===== src/rtl/nbit_rr_stream_mux_pkg.sv =====
// Shared definitions for the round-robin stream multiplexer.
package nbit_rr_stream_mux_pkg;

  localparam logic [1:0] MODE_RR     = 2'b00;
  localparam logic [1:0] MODE_FIXED  = 2'b01;
  localparam logic [1:0] MODE_FORCED = 2'b10;

  // First channel searched after a grant to ptr.
  function automatic int unsigned rr_start(int unsigned ptr, int unsigned m);
    return (ptr + 1) % m;
  endfunction

endpackage


===== src/rtl/nbit_rr_stream_mux_picker.sv =====
// Combinational circular priority picker: first set request at or after start.
module rr_priority_picker
  import nbit_rr_stream_mux_pkg::*;
#(
  parameter int unsigned M = 4,
  localparam int unsigned SW = $clog2(M)
) (
  input  logic [M-1:0]  req,
  input  logic [SW-1:0] start,
  output logic [M-1:0]  grant,
  output logic [SW-1:0] idx,
  output logic          found
);

  logic [SW-1:0] c;

  always_comb begin
    grant = '0;
    idx   = '0;
    found = 1'b0;
    c     = '0;
    for (int unsigned i = 0; i < M; i++) begin
      c = SW'((32'(start) + i) % M);
      if (!found && req[c]) begin
        found    = 1'b1;
        grant[c] = 1'b1;
        idx      = c;
      end
    end
  end

endmodule


===== src/rtl/nbit_rr_stream_mux.sv =====
// M-channel to one stream multiplexer with round-robin, fixed or forced arbitration
// and a single registered output entry.
module nbit_rr_stream_mux
  import nbit_rr_stream_mux_pkg::*;
#(
  parameter int unsigned N = 4,
  parameter int unsigned M = 4,
  localparam int unsigned SW = $clog2(M)
) (
  input  logic           clk,
  input  logic           rst,
  input  logic [M*N-1:0] in_data,
  input  logic [M-1:0]   in_valid,
  output logic [M-1:0]   in_ready,
  input  logic [1:0]     mode,
  input  logic [SW-1:0]  sel,
  output logic [N-1:0]   out_data,
  output logic [SW-1:0]  out_chan,
  output logic           out_valid,
  input  logic           out_ready
);

  localparam logic [SW-1:0] LastChan = SW'(M - 1);

  logic [N-1:0]  out_data_q;
  logic [SW-1:0] out_chan_q;
  logic          out_valid_q;
  logic [SW-1:0] ptr_q;

  logic          open;
  logic          is_rr;
  logic [M-1:0]  req;
  logic [M-1:0]  grant;
  logic [SW-1:0] start;
  logic [SW-1:0] win_idx;
  logic          found;

  always_comb begin
    req   = in_valid;
    start = '0;
    case (mode)
      MODE_FIXED: ;
      // A sel outside 0..M-1 matches no channel and so never grants.
      MODE_FORCED: begin
        for (int unsigned k = 0; k < M; k++) begin
          req[k] = in_valid[k] && (32'(sel) == k);
        end
      end
      default: start = SW'(rr_start(32'(ptr_q), M));
    endcase
  end

  rr_priority_picker #(
    .M(M)
  ) u_picker (
    .req  (req),
    .start(start),
    .grant(grant),
    .idx  (win_idx),
    .found(found)
  );

  assign open     = !out_valid_q || out_ready;
  assign is_rr    = (mode != MODE_FIXED) && (mode != MODE_FORCED);
  assign in_ready = (open && !rst) ? grant : '0;

  always_ff @(posedge clk or posedge rst) begin
    if (rst) begin
      out_data_q  <= '0;
      out_chan_q  <= '0;
      out_valid_q <= 1'b0;
      ptr_q       <= LastChan;
    end else if (open) begin
      if (found) begin
        out_data_q  <= in_data[32'(win_idx)*N +: N];
        out_chan_q  <= win_idx;
        out_valid_q <= 1'b1;
        if (is_rr) begin
          ptr_q <= win_idx;
        end
      end else begin
        out_valid_q <= 1'b0;
      end
    end
  end

  assign out_data  = out_data_q;
  assign out_chan  = out_chan_q;
  assign out_valid = out_valid_q;

endmodule


===== config.mk =====
export PLATFORM = sky130hd
export DESIGN_NAME = nbit_rr_stream_mux
export DESIGN_NICKNAME = d
export VERILOG_FILES = /design/src/rtl/nbit_rr_stream_mux_pkg.sv /design/src/rtl/nbit_rr_stream_mux_picker.sv /design/src/rtl/nbit_rr_stream_mux.sv
export SDC_FILE = /design/constraint.sdc
export NUM_CORES = 1
export LEC_CHECK = 0
export ABC_AREA = 1
export BUFFER_PORTS_ARGS = -buffer_cell sky130_fd_sc_hd__buf_4
export CAP_MARGIN = 10
export CORE_MARGIN = 1
export CORE_UTILIZATION = 25
export DETAILED_ROUTE_END_ITERATION = 10
export GPL_ROUTABILITY_DRIVEN = 0
export GPL_TIMING_DRIVEN = 0
export SLEW_MARGIN = 20
export SYNTH_ARGS = -nofsm -noshare
export SYNTH_HDL_FRONTEND = slang
export SYNTH_SLANG_ARGS = --single-unit
export TNS_END_PERCENT = 20

===== constraint.sdc =====
create_clock -name clk -period 2.6 [get_ports clk]
set_input_delay 0 -clock clk [delete_from_list [all_inputs] [get_ports clk]]
set_output_delay 0 -clock clk [all_outputs]
set_load 0.02 [all_outputs]

# Word-level counts from Yosys, hierarchy flattened
# Cells that the tools add are included.
# Widths: inputs -> output; s select.
# classes
n_bitwise	3
n_addsub	4
reduce_logical	23
shifts	1
n_eq_ne	7
order_cmp	8
mux	32
# op_table
cell	count
$mux 4	6
$shiftx 16x5->4	1
$logic_and 1x1->1	13
$mux 1	13
$lt 2x3->1 const B	4
$or 4x4->4	3
$mux 2	5
$bmux 1 s2	4
$demux 1 s2	4
$ge 2x1->1 const B	4
$eq 2x2->1 const B	3
$logic_not 1->1	5
$add 2x1->2 const B	2
$add 2x2->2 const B	2
$eq 2x1->1 const B	2
$reduce_and 3->1	1
$logic_not 2->1	1
$ne 2x1->1 const B	1
$ne 2x2->1 const B	1
$reduce_and 2->1	1
$reduce_or 2->1	1
$logic_or 1x1->1	1
# word_totals
ff_bits	9

# Longest topological paths before layout
# logic_depth
ltp_word	16
mapped_depth	18
depth_no_buf	18

# By module
# A second synthesis with hierarchy kept.
# hier_totals
cells_unflattened	185
area_unflattened_um2	1131.1
# modules_own_cells
mod	cells_per_inst	area_per_inst_um2	n_inst
nbit_rr_stream_mux	111	690.7	1
rr_priority_picker	74	440.4	1

# Worst setup path after synthesis
# OpenSTA, ideal clock, no wires.
# synth_path
kind	flip-flop to flip-flop
from	reg ptr_q[0]
to	reg out_data_q[1], in the netlist out_data[1]
path_buffers	1
setup_slack_ns	0.259
t_arrival_ns	2.225
stages_incl_launch_ff	18
setup_ns	0.116
cell_sequence	dfstp_2 inv_2 nand2_1 nand3_2 ha_1 inv_1 nand3_1 nand2_1 nand4_4 nand2_2 nand2_2 buf_6 nand2_2 nand2_1 nand2_1 nand2_1 nand2_1 nand2_1
# synth_via
elab_chain_cells	15
word_cells_on_any_way	29
cone_classes	add/sub: 4; shift: 1; mux: 17; reduce/logical: 7
# synth_lines
element	line	text
start: declaration	nbit_rr_stream_mux.sv:28	logic [SW-1:0] ptr_q;
start signal: assignment	nbit_rr_stream_mux.sv:72	ptr_q <= LastChan;
start signal: assignment	nbit_rr_stream_mux.sv:79	ptr_q <= win_idx;
$add 2x1->2 (*)	nbit_rr_stream_mux_pkg.sv:10	return (ptr + 1) % m;
$mux 2 (*)	nbit_rr_stream_mux.sv:41	case (mode)
parallel branches: the longest is 13 deep, another holds $add 2x1->2	--	
end signal: assignment	nbit_rr_stream_mux.sv:75	out_data_q <= in_data[32'(win_idx)*N +: N];
end: declaration	nbit_rr_stream_mux.sv:25	logic [N-1:0] out_data_q;
# Every way passes the cells marked *. The select of a mux whose other input is x is not followed.
# A chain may end at the register's enable or synchronous reset.

# Worst setup path after layout
# layout_path
from	reg ptr_q[0]
to	reg out_data_q[2], in the netlist out_data[2]
# Same word-level chain as after synthesis.

==> qor.csv <==
stage,metric,value,unit
setup_path,worstSetupPathType,reg2reg,
setup_path,reg2reg_depth,16,
grt,grt_pass1_wl,4.429,mm
sta,fmax,0.4189,GHz
grt,grt_start_max_net_pins,11,
sta,fin_crit,2.387,ns
cells_and_area,final_core_util,0.3841,
logic_synthesis,async_reset_ff_frac,1.000,
setup_path,worst-path-stages,16,
cells_and_area,diodes,0,
setup_path,critPathArrivalTime,2.51,ns
clocking,cts_max_level,1,
logic_synthesis,synth_cell_types,22,
die,die_x,68.89,um
placement,placed_cell_area,0.001459,mm2
setup_path,path_cells,inv_2 -> nand2_1 -> nand3_4 -> ha_4 -> inv_1 -> nand2_1 -> nand2_1 -> a21oi_2 -> nand2_4 -> nand2_2 -> buf_6 -> nand2_1 -> nand3_1 -> nand2_1 -> nand2_1 -> nand2_1,
drt,drt_first_pass_iters,4,
sta,period_share,0.9182,
logic_synthesis,synthFlopType,dfrtp_1,
clocking,cts_tree,yes,
setup_path,slowest_delay,0.58,ns
drt,drt-initial-drc-count,33,
grt,overflow,0,
power_and_ir_drop,power_leakage,0.0008620,uW
grt,grtUsageTotal,0.1196,
setup_path,rr_startpoint,ptr_q[0],
placement,dp_cells,267,
worst_hold_path,hp-class,in2reg,
logic_synthesis,syn_nets,216,
sta,final-max-slew-violation-count,0,
die,rows,23,
logic_synthesis,synth-edff-count,0,
die,design.core.area,0.004144,mm2
clocking,clkSlewWorstSetupHoldPaths,0.05,ns
clocking,cts.sinks,9,
setup_path,start_kind,flop,
clocking,clk_latency,0.23,ns
cells_and_area,final_cell_mix,"nand2_1, buf_4, nand3_1",
logic_synthesis,netlist_area,0.001119,mm2
placement,dp.final_hpwl,2.157,mm
grt,grt_antenna_before_repair,0,
cells_and_area,mostFrequentLayoutCell,nand2_1,
die,start_util,0.2699,
logic_synthesis,ys_seq_area_frac,0.2036,
drt,drt-total-wl,2.683,mm
logic_synthesis,synth.avg_cell_area,6.214,um2
drt,ant_nets,0,
sta,hold_viol,0,
drt,vias,1222,
drt,routed_via_density,4.428,
sta,finClkSkew,0.0001972,ns
power_and_ir_drop,power_density,998.2,mW/mm2
logic_synthesis,synthCells,180,
setup_path,path_max_fanout,10,
cells_and_area,area_growth_syn_to_layout,42.28,%
setup_path,critPathSlowestCell,dfstp_2,
grt,grt_pass1_vias,1014,
cells_and_area,fin_area,0.001592,mm2
die,die_h,68.89,um
sta,timing.slew.headroom,0.7628,
clocking,root_buffer,clkbuf_8,
die,die_area,0.004746,mm2
logic_synthesis,ys_warn_count,0,
setup_path,crit_required,2.72,ns
sta,tns,0,ns
sta,rsz0062_at_grt,no,
die,ios,38,
setup_path,cp_num_buf_inv,3,
power_and_ir_drop,total_power,1589,uW
setup_path,cp_top_family,simple AND/OR/NAND/NOR gates,
cells_and_area,drive_above_1_share,0.3142,
clocking,clockBufferDepth,2,
setup_path,crit_top_cell,nand2_1,
drt,drc_errors,0,
cells_and_area,final_nets,263,
logic_synthesis,ys_seq_elements,9,
setup_path,worst_setup_path_end_kind,flop,
drt,wire_per_inst,9.721,um
run,cap_violations,0,
power_and_ir_drop,ir_drop,293.9,uV
clocking,cts_inserted_buffers,3,
outcome,status,"finished, final reports clean",
cells_and_area,final_cells,276,
worst_hold_path,min_from,out_ready,
placement,io_buffers,37,
sta,setup_viol,0,
setup_path,critPathLaunch,ptr_q[0],
sta,worst_pin_slew,0.3553,ns
worst_hold_path,hold_path_depth,4,
==> cell usage after synthesis (all sizes together), types with 2 or more instances <==
| library cell | count | area share |
|---|---|---|
| ha | 9 | 0.10 |
| o21ai | 5 | 0.022 |
| nand4 | 3 | 0.030 |
| a41oi | 4 | 0.031 |
| inv | 24 | 0.081 |
| clkinv | 2 | 0.0078 |
| dfstp | 2 | 0.047 |
| a21oi | 3 | 0.017 |
| dfrtp | 7 | 0.16 |
| nand3 | 34 | 0.17 |
| nand2 | 80 | 0.29 |
| nor2 | 5 | 0.030 |
==> tightest hold or removal path, delay by kind of cell <==
kind	cells	cell delay [ns]
buffers and inverters	2	0.14
AND/OR/NAND/NOR	2	0.12
==> cell families after synthesis <==
| family | share of synthesized area |
|---|---|
| adders and majority gates | 0.1007 |
| DFF | 0.2036 |
| and+or+nand+nor | 0.5268 |
| AOI/OAI and AO/OA | 0.07046 |
| buffers and inverters | 0.09843 |
==> power breakdown <==
group	internal, uW	switching [uW]	leakage, uW	total (uW)
logic	438	733	0.000732	1170
registers	215	44.6	0.000104	260
clock network	104	54.4	0.0000255	159
total	757	831	0.000862	1590
==> state kept, by name (all words and copies together) (netlist names) <==
register	flops
out_data	4
out_chan	2
ptr_q	2
out_valid	1
==> per-stage QoR <==
| step | setup slack [ns] | hold slack [ns] |
|---|---|---|
| after floorplan | 0.2586 | -0.1653 |
| after global placement | -0.1255 | -0.008775 |
| after detailed placement | -0.1343 | -0.002922 |
| after CTS | 0.05083 | 0.07490 |
| after global routing | 0.04335 | 0.1178 |
| final | 0.2126 | 0.07360 |
==> per-layer routing <==
metal	GRT usage	part of all wire	vias to the layer above
li1	-	-	669
met1	0.1785	0.48	534
met2	0.1930	0.49	19
met3	0	0.028	0
met4	0.02296	0	0
met5	0	0	-
==> final cells by class <==
| cell class | count | area [um2] |
|---|---|---|
| Multi-Input combinational cell | 144 | 823.3 |
| Fill cell | 468 | 2552 |
| Buffer | 1 | 11.26 |
| Tap cell | 50 | 62.56 |
| Clock buffer | 3 | 41.29 |
| Inverter | 26 | 102.6 |
| Timing Repair Buffer | 42 | 317.8 |
| Clock inverter | 1 | 5.005 |
| Sequential cell | 9 | 227.7 |
==> worst paths after layout <==
path | endpoint | slack [ns]
min | out_valid | 0.07
min in group asynchronous | out_chan[0] | 0.30
max | out_data[2] | 0.21
max reg2reg | out_data[2] | 0.21
min reg2reg | out_chan[1] | 0.48
max in group asynchronous | ptr_q[1] | 2.00
==> timing repair <==
| item | 4_1_cts | 5_1_grt |
|---|---|---|
| hold buffers | 1 | 0 |
| resized for setup | 3 | 6 |
| pin swaps | 0 | 0 |
| endpoints found under the setup margin | 8 | 10 |
| endpoints found under the hold margin | 7 | 0 |
| buffers inserted | 0 | 4 |
Power figures use the tool's default switching activity.
